`config.mk`:
```
export PLATFORM = sky130hd
export DESIGN_NAME = bus_condition_detector
export DESIGN_NICKNAME = d
export VERILOG_FILES = /design/src/rtl/bus_condition_detector.sv
export SDC_FILE = /design/constraint.sdc
export NUM_CORES = 1
export LEC_CHECK = 0
export BUFFER_PORTS_ARGS = -buffer_cell sky130_fd_sc_hd__buf_2
export CORE_AREA = 5 5 42 44
export CTS_CLUSTER_SIZE = 16
export DETAILED_ROUTE_END_ITERATION = 10
export DIE_AREA = 0 0 47 49
export PLACE_DENSITY = 0.45
export SLEW_MARGIN = 5
export SYNTH_ARGS = -nofsm -noshare
export SYNTH_HDL_FRONTEND = slang
export SYNTH_SLANG_ARGS = --single-unit
export TNS_END_PERCENT = 5
```
`constraint.sdc`:
```
create_clock -name clk -period 2 [get_ports clk]
set_input_delay 0.3 -clock clk [delete_from_list [all_inputs] [get_ports clk]]
set_output_delay 0.3 -clock clk [all_outputs]
set_load 0.01 [all_outputs]
```
`src/rtl/bus_condition_detector.sv`:
```
// I2C bus condition detector: synchronizes SCL/SDA, then reports SCL edges, START/STOP and bus busy.
// Optional glitch filter on both lines is enabled by defining GLITCH_FILTER_EN.
module bus_condition_detector #(
    parameter int FILTER_LEN = 3
) (
    input  logic clk,
    input  logic n_rst,
    input  logic scl,
    input  logic sda_in,
    output logic sda_sync,
    output logic rising_edge,
    output logic falling_edge,
    output logic start,
    output logic stop,
    output logic bus_busy
);

    if (FILTER_LEN < 2 || FILTER_LEN > 15) begin : g_filter_len_check
        $error("FILTER_LEN must be in 2..15");
    end

    logic [1:0] scl_meta;
    logic [1:0] sda_meta;
    logic       scl_s;
    logic       sda_s;
    logic       scl_c;
    logic       sda_c;
    logic       scl_p;
    logic       sda_p;

    // Both stages reset high so the bus looks idle on reset release.
    always_ff @(posedge clk or negedge n_rst) begin
        if (!n_rst) begin
            scl_meta <= 2'b11;
            sda_meta <= 2'b11;
        end else begin
            scl_meta <= {scl_meta[0], scl};
            sda_meta <= {sda_meta[0], sda_in};
        end
    end

    assign scl_s = scl_meta[1];
    assign sda_s = sda_meta[1];

`ifdef GLITCH_FILTER_EN
    localparam logic [3:0] CNT_LAST = 4'(FILTER_LEN - 1);

    logic [3:0] scl_cnt;
    logic [3:0] sda_cnt;

    // A new level is accepted only after it has persisted for FILTER_LEN cycles.
    always_ff @(posedge clk or negedge n_rst) begin
        if (!n_rst) begin
            scl_c   <= 1'b1;
            sda_c   <= 1'b1;
            scl_cnt <= 4'd0;
            sda_cnt <= 4'd0;
        end else begin
            if (scl_s != scl_c) begin
                if (scl_cnt == CNT_LAST) begin
                    scl_c   <= scl_s;
                    scl_cnt <= 4'd0;
                end else begin
                    scl_cnt <= scl_cnt + 4'd1;
                end
            end else begin
                scl_cnt <= 4'd0;
            end

            if (sda_s != sda_c) begin
                if (sda_cnt == CNT_LAST) begin
                    sda_c   <= sda_s;
                    sda_cnt <= 4'd0;
                end else begin
                    sda_cnt <= sda_cnt + 4'd1;
                end
            end else begin
                sda_cnt <= 4'd0;
            end
        end
    end
`else
    assign scl_c = scl_s;
    assign sda_c = sda_s;
`endif

    logic start_c;
    logic stop_c;

    // SDA transitions count as START/STOP only while SCL is stably high in both cycles.
    assign start_c = scl_p & scl_c & sda_p & ~sda_c;
    assign stop_c  = scl_p & scl_c & ~sda_p & sda_c;

    always_ff @(posedge clk or negedge n_rst) begin
        if (!n_rst) begin
            scl_p        <= 1'b1;
            sda_p        <= 1'b1;
            rising_edge  <= 1'b0;
            falling_edge <= 1'b0;
            start        <= 1'b0;
            stop         <= 1'b0;
            bus_busy     <= 1'b0;
        end else begin
            scl_p        <= scl_c;
            sda_p        <= sda_c;
            rising_edge  <= ~scl_p & scl_c;
            falling_edge <= scl_p & ~scl_c;
            start        <= start_c;
            stop         <= stop_c;
            bus_busy     <= start_c | (bus_busy & ~stop_c);
        end
    end

    assign sda_sync = sda_c;

endmodule
```
## Word level (Yosys, flattened, before mapping)

Cells that the tools add are included.
W data, S select, Z words.

| cells by class | value |
|---|---|
| bitwise logic cells | 14 |

Operators by type and width:

| cell | count |
|---|---|
| $and A1 B1 Y1 | 8 |
| $not A1 Y1 | 5 |
| $or A1 B1 Y1 | 1 |

| storage, ports and cells | value |
|---|---|
| word-level logic and storage cells | 23 |
| input port bits | 4 |
| output and inout bits | 6 |
| register bits after elaboration | 11 |

## Logic depth before layout (Yosys ltp)

Gate-level depths: netlist of run 1.

| logic depth | value |
|---|---|
| depth in word-level cells | 6 |
| depth in mapped cells | 3 |
| gate-level depth less buffers | 3 |

## Worst setup path before layout of run 1

No wires, ideal clock.

| timing path | value |
|---|---|
| kind | reg-to-reg |
| start | reg sda_meta[1] |
| end | reg bus_busy |
| path buffers | 0 |
| cell stages (with the launch flop) | 4 |
| clock period less this slack | 1.035 ns |
| setup time | 0.129 ns |
| data required time | 1.871 ns |
| slack | 0.965 ns |
| arrival | 0.906 ns |
| cells stage by stage | dfstp_2 inv_1 o31ai_1 o21ai_1 |

| on the way | value |
|---|---|
| cells in the longest elaborated chain, start to end | 4 |
| elaborated cells on any way between the ends | 6 |
| those cells by class | bitwise: 6 |

RTL lines:

| element | line | text |
|---|---|---|
| start: declaration | 23 | `logic [1:0] sda_meta;` |
| start signal: assignment | 38 | `sda_meta <= {sda_meta[0], sda_in};` |
| $and A1 B1 Y1 | 92 | `assign stop_c = scl_p & scl_c & ~sda_p & sda_c;` |
| $not A1 Y1 | 110 | `bus_busy <= start_c \| (bus_busy & ~stop_c);` |
| $and A1 B1 Y1 | 110 |  |
| $or A1 B1 Y1 (*) | 110 |  |
| end signal: assignment | 110 |  |
| end: declaration | 15 | `output logic bus_busy` |

Every way passes the cells marked *; elsewhere a longest branch is shown, timed or not.

## Final worst setup path of run 1

| timing path | value |
|---|---|
| start | reg sda_meta[1] |
| end | out sda_sync |

RTL lines:

| element | line | text |
|---|---|---|
| end: declaration | 10 | `output logic sda_sync,` |

No word-level cell between the ends.

==> results of run 1 <==
## area by class of cell
type | count | area [um^2]
clock buffers | 4 | 26.3
well taps | 16 | 20.0
fillers | 156 | 970
inverters | 1 | 3.75
multi-input cells | 8 | 43.8
flip-flops and latches | 11 | 283
repair buffers | 10 | 55.1
## power by group through the flow
stage / combinational (mW) / clock (mW) / sequential [mW]
after floorplan: 0.00721 / 0 / 0.255
after global placement: 0.0273 / 0 / 0.251
after detailed placement: 0.0285 / 0 / 0.252
after CTS: 0.0298 / 0.154 / 0.248
after global routing: 0.0319 / 0.163 / 0.250
final: 0.0285 / 0.145 / 0.248
## Yosys cell counts
| master | n |
|---|---|
| nor3_1 | 1 |
| o21ai_1 | 1 |
| o31ai_1 | 1 |
| nand3_1 | 1 |
| and2b_1 | 1 |
| nand2_1 | 1 |
| nor2b_1 | 1 |
| dfrtp_1 | 5 |
| nor2_1 | 1 |
| dfstp_2 | 6 |
| inv_1 | 1 |
## per-stage QoR
step,hold slack (ps),power [mW],cell area (um^2)
after floorplan,4.41,0.262,330
after global placement,168,0.278,395
after detailed placement,183,0.280,395
after CTS,121,0.432,432
after global routing,125,0.445,432
final,134,0.421,432
## kinds of logic (layout without fill, tap and decap cells)
kind of cell,after synthesis,in the layout,synth area share
compound gates,2,2,0.0379
buf+inv,1,15,0.0114
flops,11,11,0.856
simple gates,6,6,0.0947
## worst register-to-register path: cells and delay by family (launching register included)
family / cells / cell delay [ps]
AOI/OAI and AO/OA: 2 / 320
buffers and inverters: 1 / 60
DFF: 1 / 570
## per-layer routing
metal,share of wire,vias to the layer above
met5,0,-
met4,0,0
met3,0.13,0
met2,0.52,8
met1,0.35,100
li1,-,91
## worst max-delay path by stage
stage / start / endpoint / slack, ps / cells after the start
4_1_cts: sda_meta[1] / sda_sync / 720 / 1
3_3_place_gp: sda_meta[1] / bus_busy / 980 / 3
2_1_floorplan: sda_meta[1] / bus_busy / 970 / 3
3_5_place_dp: sda_meta[1] / bus_busy / 940 / 3
5_1_grt: sda_meta[1] / sda_sync / 700 / 1
6_report: sda_meta[1] / sda_sync / 740 / 1
## layout by cell type (no fill, tap or decap)
cell           Yosys  routed
clkbuf_1           0       1
nand3_1            1       1
clkbuf_4           0       3
inv_1              1       1
nand2_1            1       1
dlygate4sd3_1      0       1
buf_2              0       9
o31ai_1            1       1
dfstp_2            6       6
and2b_1            1       1
nor2b_1            1       1
nor3_1             1       1
dfrtp_1            5       5
o21ai_1            1       1
nor2_1             1       1
## state kept, by name, indices dropped and copies added, names as in the netlist
signal	count
sda_meta	2
start	1
sda_p	1
scl_p	1
rising_edge	1
falling_edge	1
stop	1
bus_busy	1
scl_meta	2
==> results.toml, run 1 <==
[status]
status = "finished clean"

[finish]
finalNetCount = 39
area_growth_pct = 30.7
drive_gt1_frac = 0.529
final_util = 0.308
antennaDiodeCount = 0
layout.cells.non_filler = 50

[logic_synthesis]
synth_fp_nets = 24
synth.largest_area_cell = "dfstp_2"
netlist_area_um2 = 330
synth_seq_cells = 11
seq_area_frac_synth = 0.856
synth.area.top_cells = "dfstp_2, dfrtp_1, and2b_1, o31ai_1, nor2b_1"
synth_cells = 20
synth_warnings = 0
synth_top_area_frac = 0.477
ys_types = 11
syn_area_per_cell_um2 = 16.5

[drt]
drtIter0Drc = 1
via_per_inst = 3.98
vias = 199
antenna_left = 0
drtPass1Iterations = 2
drc = 0
routedWlPerCell_um = 9.84
wirelength_um = 492

[die]
die_x_um = 47
fp.dieH_um = 49
core_um2 = 1400
std_cell_rows = 14
initial_core_util = 0.236
dieArea_um2 = 2300
io_pins = 10

[cts]
cts.repair.resized = 0
ctsHoldBuffers = 1
cts_sinks = 11
cts_setup_buffers = 0
root_buffer = "clkbuf_4"
path_clk_slew_ps = 70
clockBufferDepth = 2
cts_tree = "done"
cts_inserted_buffers = 3
cts_htree_levels = 1
clk_latency_ps = 260

[sta]
rsz0062_at_grt = "no"
finClkSkew_ps = 3.29
relSlewSlack = 0.843
setup_viol = 0
fin_crit_sh = 0.631
finalCriticalPeriod_ps = 1260
tightest_slew_ps = 235
worst_slack_ps = 739
final-max-slew-violation-count = 0
fin_tns_setup_ps = 0
fmax_mhz = 793
finalHoldViolCount = 0

[grt]
first_global_vias = 221
grt_use_met2 = 0.0814
grt_max_degree = 12
grt_usage = 0.0535
antenna_found_initial = 0
top_usage_layer = "met2"
gr-usage-met3 = 0.0221
grt.overflow.total = 0
gr-usage-met1 = 0.0548
grt_pass1_wl_um = 869

[job]
maxCapViolations = 0

[pwr]
internal_power_mw = 0.331
sw_frac_of_total = 0.215
comb_power_share = 0.068
seqPwrFrac = 0.588
p_leak_nw = 0.209
pwr-share-clk = 0.345
p_per_area_nw_per_um2 = 976
switching_power_mw = 0.0904
vdd_drop_max_mv = 0.310

[placement]
port_buffers = 9
gp_congestion = 0.578
placed_cells = 45
post-place-ws_ps = 944

[worst_hold_path]
hp-class = "input port to flop"
hold_depth = 1
worstHoldEndpoint = "scl_meta[0]"
hold_start = "scl"

[worst_setup_path]
crit_path_cell_trace = "buf_2"
r2r_start = "sda_meta[1]"
crit_type = "flop to primary output"
critPathBufInv = 1
setup.worst_path.end_class = "primary output"
r2r-end = "bus_busy"
arrival_ps = 960
critPathMaxFanout = 5
slowest_stage = "dfstp_2"
r2r_slack_ps = 940
critPathMaxStageDelay_ps = 570
cp.required_ps = 1700
critPathLaunchType = "flop"
reg2reg_depth = 3
crit_family = "flip-flops"
Note: power is estimated with default switching activity, not from simulation.
==> run 2: changes to the inputs <==
--- a/config.mk
+++ b/config.mk
@@ -10,7 +10,7 @@
 export CTS_CLUSTER_SIZE = 16
 export DETAILED_ROUTE_END_ITERATION = 10
 export DIE_AREA = 0 0 47 49
-export PLACE_DENSITY = 0.45
+export PLACE_DENSITY = 0.47
 export SLEW_MARGIN = 5
 export SYNTH_ARGS = -nofsm -noshare
 export SYNTH_HDL_FRONTEND = slang
==> constraint.sdc (replaced) <==
create_clock -name clk -period 1.12 [get_ports clk]
set_input_delay 0.168 -clock clk [delete_from_list [all_inputs] [get_ports clk]]
set_output_delay 0.168 -clock clk [all_outputs]
set_load 0.01 [all_outputs]
==> run 2 against run 1 <==
Global-route usage is 0.64 points higher. Combinational power is 120% higher. Sequential power is 79% higher. Setup slack worse by 700 ps. Largest power group unchanged. Highest routed layer unchanged.
==> results.toml, run 2 (same netlist as run 1, synthesis figures left out) <==
[worst_setup_path]
arrival_ps = 910
r2r_start = "sda_meta[1]"
critPathBufInv = 1
slowest_stage = "dfstp_2"
crit_family = "flip-flops"
cp.required_ps = 950
crit_path_cell_trace = "buf_2"
critPathMaxStageDelay_ps = 540
critPathLaunch = "sda_meta[1]"
reg2reg_depth = 3
critPathMaxFanout = 3
worst-path-stages = 1
setup.worst_path.end_class = "primary output"
r2r_slack_ps = 100
critPathLaunchType = "flop"
crit_type = "flop to primary output"

[sta]
finalHoldViolCount = 0
finClkSkew_ps = 3.04
fmax_mhz = 924
fin_tns_setup_ps = 0
tightest_slew_ps = 241
fin_crit_sh = 0.967
setup_viol = 0
relSlewSlack = 0.839
finalCriticalPeriod_ps = 1080
final-max-slew-violation-count = 0
rsz0062_at_grt = "yes"

[finish]
final_util = 0.331
layout_commonest_cell = "buf_2"
n_fill_cell = 149
reg_top3 = "scl_meta: 2 flops, sda_meta: 2 flops"
multiInputGateArea_um2 = 48.8
area_growth_pct = 40.5
antennaDiodeCount = 0
seq_area_um2 = 283
finalNetCount = 42
layout_common_cells = "buf_2, dfstp_2, dfrtp_1"
drive_gt1_frac = 0.541
layout.cells.non_filler = 53

[pwr]
p_per_area_nw_per_um2 = 1630
vdd_drop_max_mv = 0.560
power.total_mw = 0.759
p_leak_nw = 0.223

[drt]
vias = 210
drtPass1Iterations = 2
drtIter0Drc = 1
antenna_left = 0
drc = 0
wirelength_um = 529
via_per_inst = 3.96
routedWlPerCell_um = 9.98

[die]
fp.dieH_um = 49
initial_core_util = 0.236
core_um2 = 1400
std_cell_rows = 14
dieArea_um2 = 2300
io_pins = 10
die_x_um = 47

[cts]
clk_latency_ps = 260
root_buffer = "clkbuf_4"
cts_tree = "done"
cts_sinks = 11
cts_htree_levels = 1
path_clk_slew_ps = 60
clockBufferDepth = 2
cts_inserted_buffers = 3

[status]
status = "finished clean"

[grt]
antenna_found_initial = 0
grt.overflow.total = 0
first_global_vias = 249
grt_max_degree = 12
grt_usage = 0.0599
grt_pass1_wl_um = 972

[worst_hold_path]
hp-class = "input port to asynchronous set/reset pin"

[placement]
gp_congestion = 0.600
port_buffers = 9
placed_cells = 45

[job]
maxCapViolations = 0
[run 2: changes by cell type in the layout (fill, tap and decap cells not counted), sizes merged]
cell / before / now
buf: 9 / 10
dlygate4sd3: 1 / 3
[run 2: through the flow]
step	worst slack (ps)	hold slack [ps]	area [um^2]
2_1_floorplan	85.1	-128	330
3_5_place_dp	59.4	49.5	395
3_3_place_gp	97.1	36.0	395
4_1_cts	18.6	300	459
6_report	37.5	301	464
5_1_grt	-4.08	343	464
[run 2: path summary, 6_finish.rpt]
path	endpoint
max	sda_sync
min reg2reg	sda_meta[1]
max reg2reg	bus_busy
max in group asynchronous	sda_meta[1]
min	falling_edge
min in group clk	sda_meta[1]
[run 2: layer usage]
| metal | up-vias | GRT usage | wire length [um] |
|---|---|---|---|
| met2 | 9 | 0.0928 | 277 |
| met4 | 0 | 0.0553 | 0 |
| met3 | 0 | 0.0221 | 68 |
| li1 | 100 | - | - |
| met1 | 101 | 0.0571 | 183 |
| met5 | - | 0 | 0 |
[run 2: power breakdown]
part,leakage (nW),switching (mW),internal [mW]
clock network,0.0150,0.115,0.137
registers,0.128,0.0130,0.430
logic,0.0802,0.0309,0.0321
[run 2: final cells by class]
class | count | area share
clock buffer | 4 | 0.0566
inverter | 1 | 0.00809
multi-input combinational | 8 | 0.105
sequential | 11 | 0.609
tap | 16 | 0.0431
timing repair buffer | 13 | 0.178
[run 2: repair_timing]
item,4_1_cts,5_1_grt
resized for setup,0,1
buffers inserted,1,0
hold buffers,3,0
hold endpoints to repair,7,0
endpoints found under the setup margin,1,2
